===== src/rtl/call_return_ctrl.sv =====
// Call/return sequencer between the PC logic and a FILO return-address stack.
// Optional macro CALL_TRAP_EN: an overflow/underflow also loads the PC with TRAP_VECTOR.
module call_return_ctrl #(
   parameter logic [7:0] RET_OFFSET  = 8'd1,
   parameter logic [7:0] TRAP_VECTOR = 8'hFE
) (
   input  logic       i_clk,
   input  logic       i_reset,
   input  logic       i_call_req,
   input  logic       i_ret_req,
   input  logic [7:0] i_call_target,
   input  logic [7:0] i_pc_current,
   output logic       o_pc_load,
   output logic [7:0] o_pc_next,
   output logic       o_busy,
   output logic       o_done,
   output logic       o_stack_err,
   output logic [7:0] o_stack_data_out,
   output logic       o_stack_push,
   output logic       o_stack_pull,
   input  logic [7:0] i_stack_data_in,
   input  logic       i_stack_full,
   input  logic       i_stack_empty
);

   typedef enum logic [2:0] {
      S_IDLE,
      S_PUSH,
      S_SETTLE,
      S_PULL,
      S_LOAD,
      S_ERR
   } state_t;

   state_t     r_state;
   state_t     w_next;
   logic       w_capture;
   logic [7:0] r_ret;
   logic [7:0] r_tgt;

   always_ff @(posedge i_clk or posedge i_reset) begin
      if (i_reset) begin
         r_state <= S_IDLE;
         r_ret   <= 8'h00;
         r_tgt   <= 8'h00;
      end else begin
         r_state <= w_next;
         if (w_capture) begin
            r_ret <= i_pc_current + RET_OFFSET;
            r_tgt <= i_call_target;
         end
      end
   end

   // Requests are only looked at in IDLE; CALL takes priority and a coincident RET is dropped.
   always_comb begin
      w_next           = r_state;
      w_capture        = 1'b0;
      o_pc_load        = 1'b0;
      o_pc_next        = 8'h00;
      o_busy           = 1'b1;
      o_done           = 1'b0;
      o_stack_err      = 1'b0;
      o_stack_push     = 1'b0;
      o_stack_pull     = 1'b0;
      o_stack_data_out = r_ret;
      unique case (r_state)
         S_IDLE: begin
            o_busy = 1'b0;
            if (i_call_req) begin
               if (i_stack_full) begin
                  w_next = S_ERR;
               end else begin
                  w_next    = S_PUSH;
                  w_capture = 1'b1;
               end
            end else if (i_ret_req) begin
               w_next = i_stack_empty ? S_ERR : S_PULL;
            end
         end
         S_PUSH: begin
            o_stack_push = 1'b1;
            o_pc_load    = 1'b1;
            o_pc_next    = r_tgt;
            w_next       = S_SETTLE;
         end
         S_SETTLE: begin
            o_done = 1'b1;
            w_next = S_IDLE;
         end
         S_PULL: begin
            o_stack_pull = 1'b1;
            w_next       = S_LOAD;
         end
         S_LOAD: begin
            o_pc_next = i_stack_data_in;
            o_pc_load = 1'b1;
            o_done    = 1'b1;
            w_next    = S_IDLE;
         end
         S_ERR: begin
            // PC_NEXT carries the trap vector here in both builds; it only matters when PC_LOAD is set.
            o_stack_err = 1'b1;
            o_done      = 1'b1;
            o_pc_next   = TRAP_VECTOR;
`ifdef CALL_TRAP_EN
            o_pc_load   = 1'b1;
`else
            o_pc_load   = 1'b0;
`endif
            w_next      = S_IDLE;
         end
         default: begin
            w_next = S_IDLE;
         end
      endcase
   end

endmodule

===== config.mk =====
export PLATFORM = sky130hd
export DESIGN_NAME = call_return_ctrl
export DESIGN_NICKNAME = d
export VERILOG_FILES = /design/src/rtl/call_return_ctrl.sv
export SDC_FILE = /design/constraint.sdc
export NUM_CORES = 1
export LEC_CHECK = 0
export BUFFER_PORTS_ARGS = -buffer_cell sky130_fd_sc_hd__buf_2
export CORE_UTILIZATION = 45
export CTS_CLUSTER_SIZE = 8
export DETAILED_ROUTE_END_ITERATION = 10
export PLACE_DENSITY = 0.85
export SLEW_MARGIN = 40
export SYNTH_ARGS = -nofsm -noshare
export SYNTH_HDL_FRONTEND = slang
export SYNTH_SLANG_ARGS = --single-unit

===== constraint.sdc =====
create_clock -name i_clk -period 1.75 [get_ports i_clk]
set_input_delay 0.0875 -clock i_clk [delete_from_list [all_inputs] [get_ports i_clk]]
set_output_delay 0.0875 -clock i_clk [all_outputs]
set_load 0.01 [all_outputs]

# After elaboration in Yosys (flattened, before gate mapping)
# Index checks and enable logic that the tools add are counted.
# totals
inputBits	30
regBits	19
out_inout_bits	22
elab_cells	28
# op_classes
addsub	1
reduce_logical	3
muxes	15
eq_ne	6
# op_table
op	count
8-bit case mux with 3 select lines	1
3-bit two-way mux	4
1-bit two-way mux	9
3-bit case mux with 3 select lines	1
8-bit by 1-bit adder with 8-bit output, second input constant	1
3-bit by 2-bit equality test with 1-bit output, second input constant	2
3-bit equality test, second input constant	2
3-bit by 1-bit equality test with 1-bit output, second input constant	1
3-bit logical NOT	1
3-bit inequality test, second input constant	1
3-bit OR reduction	1
2-bit OR reduction	1

# Longest topological paths before layout
# Gate-level depths: netlist (run 1).
# depth
depth_word	4
depth_mapped	6
ltp_nobuf	4

# Worst setup path before layout (run 1)
# OpenSTA, ideal clock, no wires.
# synth_timing
path_type	reg-to-reg
startpoint	reg r_state[2]
endpoint	reg r_tgt[0]
slack_ns	0.198
setup_time_ns	0.125
arrival_ns	1.427
path_stages_with_launch	7
n_path_buf	2
period_less_slack_ns	1.552
t_required_ns	1.625
cell_sequence	dfrtp_1 buf_6 nor3_4 inv_4 nor2_8 buf_12 mux2_4
# synth_via
elab_chain_len	2
# synth_lines
element	line_no	text
start, declared	35	state_t r_state;
start signal, assigned	47	r_state <= w_next;
3-bit logical NOT	67	unique case (r_state)
1-bit two-way mux	67	
end signal, assigned	50	r_tgt <= i_call_target;
end, declared	39	logic [7:0] r_tgt;
# No other way between the ends.
# A chain may end at the register's enable or synchronous reset.

# Final worst setup path (run 1)
# layout_timing
startpoint	reg r_state[2]
endpoint	reg r_tgt[7]
# Same word-level chain as after synthesis.

==> impl_metrics.toml, run 1 <==
[critical_path]
critPathBufInv = 1
crit_fanout = 14
slowest_stage = "dfrtp_1"
crit_required_ns = 1.94
crit_chain = "nor3_4, inv_4, nor2_8, mux2_2"
cp.arrival_ns = 1.78
worstSetupStartpointType = "flop"
critPathMaxStageDelay_ns = 0.42
reg2reg_depth = 4
worst-setup-path-type = "reg2reg"
crit_cells = 4
cp_top_family = "simple AND/OR/NAND/NOR gates"
cp-end-kind = "flop"

[routing]
drtAntennaViolNets = 0
drtIter0Drc = 13
wl_per_cell_um = 13.0
route.detailed.drc = 0
first_pass_iters = 4
vias = 1041
via_per_inst = 5.37
wirelength_um = 2520

[sta]
fin_skew_ns = 0.00690
fmax_ghz = 0.628
fin_crit_sh = 0.910
setup_ws_ns = 0.158
setup_tns_ns = 0
hold-worst-slack_ns = 0.0198
slew_headroom = 0.550
finalHoldViolCount = 0
drv_slew = 0
min_period_ns = 1.59
rsz0062_at_grt = "no"
finalSetupViolations = 0
tightest_slew_ns = 0.675

[grt]
antenna_found_initial = 0
grt_pass1_vias = 958
grt_pass1_wl_um = 4020
gr-total-overflow = 0
grtUsageTotal = 0.205
grt_max_degree = 24

[place]
portBuffers = 51
dp_hpwl_um = 1890
routabilityCongestion = 0.848
dpl.cell_count = 187
dp_slack_ns = 0.160

[clock_tree]
clock_sinks = 19
h-tree-depth = 1
cts_tree = "done"
clk_latency_ns = 0.29
postCtsSetupBuffers = 0
cts.repair.resized = 0
path_clk_slew_ns = 0.11
cts_buffer_depth = 2
ctsHoldBuffers = 1
cts_root_buf = "clkbuf_4"
cts_buffers = 3

[power_and_ir_drop]
peakVddDrop_uv = 877
power.density_nw_per_um2 = 1620
p_leak_nw = 0.695

[synthesis]
async_reset_ff_frac = 1.00
synth_cells = 112
synth_flop_cell = "dfrtp_1"
syn-cell-area_um2 = 1110
synth_nets = 143
ys_warn_count = 0
postSynthAreaPerCell_um2 = 9.90
ys_types = 28
synth_top_area_cell = "dfrtp_1"
ys_top_cells_by_area = "dfrtp_1, mux2_4, o21ai_0"
synth_top_area_frac = 0.429
synth_edf_count = 0
ys_seq_elements = 19
synth-seq-area-share = 0.429

[die]
initial_utilization = 0.487
fp.dieW_um = 51.6
core_area_um2 = 2280
pin_count = 52
fp.dieH_um = 51.6
die-area_um2 = 2670
num_rows = 17

[worst_hold_path]
hp-class = "in2reg"
hold_depth = 2

[cells_and_area]
fin_cells = 194
fin_util = 0.627
syn2layout_area_growth_pct = 28.8
filler_cell_count = 186
num_antenna_cells = 0
finalNetCount = 198
drive_gt1_frac = 0.440

[run_status]
run_status = "finished, final reports clean"

[flow_run]
cap_violations = 0
## synthesized netlist by cell type, drive strengths merged, types with 2 or more instances
master  instances
a21oi          13
a31oi           3
buf             4
clkbuf          3
dfrtp          19
inv             2
mux2           12
nand2          13
nand3           3
nand3b          3
nor2            8
nor3            2
o21ai          14
or3             3
xnor2           4
## where the power goes
group / switching [mW] / leakage (nW) / total [mW] / internal, mW
combinational: 0.681 / 0.450 / 1.29 / 0.611
sequential: 0.146 / 0.227 / 0.801 / 0.655
clock: 0.132 / 0.0177 / 0.217 / 0.0850
total: 0.959 / 0.695 / 2.31 / 1.35
## registers in the layout, summed over array words and instances, names as in the netlist
signal            flops
r_tgt                 8
r_state               3
o_stack_data_out      8
## cells by family after synthesis
logic type      Yosys count  synth area share
compound gates           31             0.147
buf+inv                   9            0.0553
mux                      12             0.146
xor+xnor                  4            0.0316
flops                    19             0.429
fa+ha+maj                 1            0.0113
simple gates             36             0.181
## placed cells by master, fill, tap and decap left out, drive strengths merged
master / netlist / final
a31oi: 3 / 3
nand2: 13 / 13
ha: 1 / 1
buf: 4 / 54
a21oi: 13 / 13
clkbuf: 3 / 3
dlygate4sd3: 0 / 3
nor2b: 1 / 1
clkinv: 0 / 1
dfrtp: 19 / 19
nand4: 1 / 1
nand3: 3 / 3
or3: 3 / 3
a211o: 1 / 1
nor3: 2 / 2
mux2: 12 / 12
o21ai: 14 / 14
nor2: 8 / 8
xnor2: 4 / 4
nand3b: 3 / 3
or2b: 1 / 1
inv: 2 / 2
nor3b: 1 / 1
## final timing paths
kind | start | end | slack (ns)
setup / recovery | r_state[2] | r_tgt[7] | 0.16
hold / removal | i_call_target[2] | r_tgt[2] | 0.02
setup reg to reg | r_state[2] | r_tgt[7] | 0.16
hold reg to reg | o_stack_data_out[1] | o_stack_data_out[1] | 0.52
max in group asynchronous | i_reset | r_state[1] | 0.90
min in group asynchronous | i_reset | o_stack_data_out[4] | 0.42
## through the flow
stage          instance area [um2]  power (mW)
6_report                      1430        2.31
5_1_grt                       1430        2.49
4_1_cts                       1410        2.31
3_5_place_dp                  1370        2.09
3_3_place_gp                  1370        2.03
2_1_floorplan                 1110        1.67
## layout make-up
cell class                      count  area [um2]  share of cell area
Multi-Input combinational cell     84         572               0.401
Sequential cell                    19         475               0.333
Timing Repair Buffer               57         308               0.216
Tap cell                           28        35.0              0.0245
Clock buffer                        3        22.5              0.0158
Inverter                            2        10.0             0.00701
Clock inverter                      1        5.00             0.00351
## routing by layer
metal  part of all wire  vias up  routed length (um)  GRT usage
li1                   -      502                   -          -
met1               0.44      494                1110      0.245
met2               0.49       41                1250      0.353
met3              0.048        4                 120     0.0351
met4              0.014        0                  35      0.104
met5                  0        -                   0          0
Power figures use the tool's default switching activity.
==> run 2: changes to the inputs <==
--- a/config.mk
+++ b/config.mk
@@ -8,2 +8,3 @@
 export BUFFER_PORTS_ARGS = -buffer_cell sky130_fd_sc_hd__buf_2
+export CORE_ASPECT_RATIO = 0.7
 export CORE_UTILIZATION = 45
==> constraint.sdc (replaced) <==
create_clock -name i_clk -period 1.75 [get_ports i_clk]
set_input_delay 0.2625 -clock i_clk [delete_from_list [all_inputs] [get_ports i_clk]]
set_output_delay 0.2625 -clock i_clk [all_outputs]
set_load 0.01 [all_outputs]
==> run 2 against run 1 <==
  * Clock-buffer cell count unchanged
  * Combinational power about the same
  * Power up 1.3%
  * First-iteration DRC count rose to 2.7 times the previous value
  * Global-route usage down 0.11 points
  * Clock power up 4%
  * Clock skew down 0.0039 ns
  * Hold slack better by 0.17 ns
  * Flip-flop and latch count unchanged
  * Core utilization up 0.95 points
==> impl_metrics.toml, run 2 (synthesis gave the netlist of run 1 again) <==
[cells_and_area]
num_antenna_cells = 0
drive_gt1_frac = 0.451
filler_cell_count = 208
syn2layout_area_growth_pct = 28.8
finalNetCount = 196
fin_util = 0.637
layout_commonest_cell = "buf_2"
final_cell_mix = "buf_2, dfrtp_1, o21ai_0"

[clock_tree]
cts_buffer_depth = 2
path_clk_slew_ns = 0.11
cts_buffers = 3
h-tree-depth = 1
clock_sinks = 19
clk_latency_ns = 0.30
cts_root_buf = "clkbuf_4"
cts_tree = "done"

[routing]
met3_length_um = 133
via_per_inst = 5.15
drtAntennaViolNets = 0
dr.max_layer_used = "met4"
wl_met1_um = 1180
wl_per_cell_um = 13.0
drtIter0Drc = 35
wirelength_um = 2550
route.detailed.drc = 0
wl_met2_um = 1220
first_pass_iters = 4
vias = 1009

[critical_path]
cp.arrival_ns = 1.41
crit_fanout = 15
critPathMaxStageDelay_ns = 0.43
crit_required_ns = 1.49
slowest_stage = "dfrtp_1"
crit_chain = "buf_6, mux2_2, buf_2"
worst-setup-path-type = "reg2out"
cp-end-kind = "output pin"
cp_top_family = "flip-flops"
worstSetupStartpointType = "flop"
critPathBufInv = 2

[sta]
tightest_slew_ns = 0.681
finalSetupViolations = 0
fmax_ghz = 0.597
min_period_ns = 1.67
fin_crit_sh = 0.957
rsz0062_at_grt = "yes"
slew_headroom = 0.543
drv_slew = 0
finalHoldViolCount = 0
setup_tns_ns = 0
fin_skew_ns = 0.00301
hold-worst-slack_ns = 0.185

[grt]
grt_pass1_wl_um = 3950
antenna_found_initial = 0
grt_max_degree = 24
gr-total-overflow = 0
grt_pass1_vias = 886
grtUsageTotal = 0.204

[worst_hold_path]
hp-class = "in2reg"

[flow_run]
cap_violations = 0

[power_and_ir_drop]
peakVddDrop_uv = 741
power.density_nw_per_um2 = 1640
p_leak_nw = 0.686

[place]
dp_hpwl_um = 1950
portBuffers = 51
routabilityCongestion = 0.803

[run_status]
run_status = "finished, final reports clean"

[die]
fp.dieW_um = 61.3
num_rows = 14
pin_count = 52
core_area_um2 = 2240
initial_utilization = 0.494
fp.dieH_um = 43.5
die-area_um2 = 2670
## run 2: changes by cell type in the layout (fill, tap and decap cells not counted), sizes merged
cell         change
clkinv           +1
dlygate4sd3      -2
inv              -1
## run 2: worst reg2reg max path, cell delays in order, from the launching register on
cell and delay, ns:
dfrtp_1 0.43, nor3_4 0.31, inv_4 0.10, nor2_8 0.29, mux2_2 0.38
## run 2: report_power, final
| group | switching (mW) | internal [mW] |
|---|---|---|
| combinational | 0.685 | 0.630 |
| clock | 0.140 | 0.0853 |
| sequential | 0.144 | 0.654 |
## run 2: timing repair
action                                  CTS  global route
hold buffers                              0             1
endpoints found under the setup margin    0             6
gates resized for setup                   0             4
endpoints found under the hold margin     0            11
buffers inserted                          0             0
## run 2: worst paths after layout
check	startpoint	endpoint	slack [ns]	cells after the start
max	r_state[1]	o_done	0.08	3
min	i_pc_current[0]	o_stack_data_out[0]	0.19	2
max reg2reg	r_state[2]	o_stack_data_out[3]	0.14	4
min reg2reg	o_stack_data_out[1]	o_stack_data_out[1]	0.52	1
max in group asynchronous	i_reset	o_stack_data_out[0]	0.91	3
min in group asynchronous	i_reset	r_state[2]	0.51	3
## run 2: routing by layer
metal,GRT usage,up-vias
met5,0,-
met4,0.0409,0
met3,0.0657,2
met2,0.343,34
met1,0.259,474
li1,-,499
## run 2: area by class of cell
class / count / area, um2 / share of cell area
timing repair buffer: 55 / 299 / 0.209
inverter: 2 / 10.0 / 0.00701
clock buffer: 3 / 22.5 / 0.0158
clock inverter: 1 / 5.00 / 0.00351
tap: 32 / 40.0 / 0.0280
multi-input combinational: 84 / 576 / 0.403
sequential: 19 / 475 / 0.333
## run 2: through the flow
stage               total power [mW]  worst slack, ns  area (um2)  instances
floorplan                       1.67            0.198        1110        112
global placement                2.03            0.213        1380        191
detailed placement              2.09            0.178        1380        191
CTS                             2.32           0.0388        1400        195
global route                    2.52          0.00531        1430        196
finish                          2.34           0.0753        1430        196
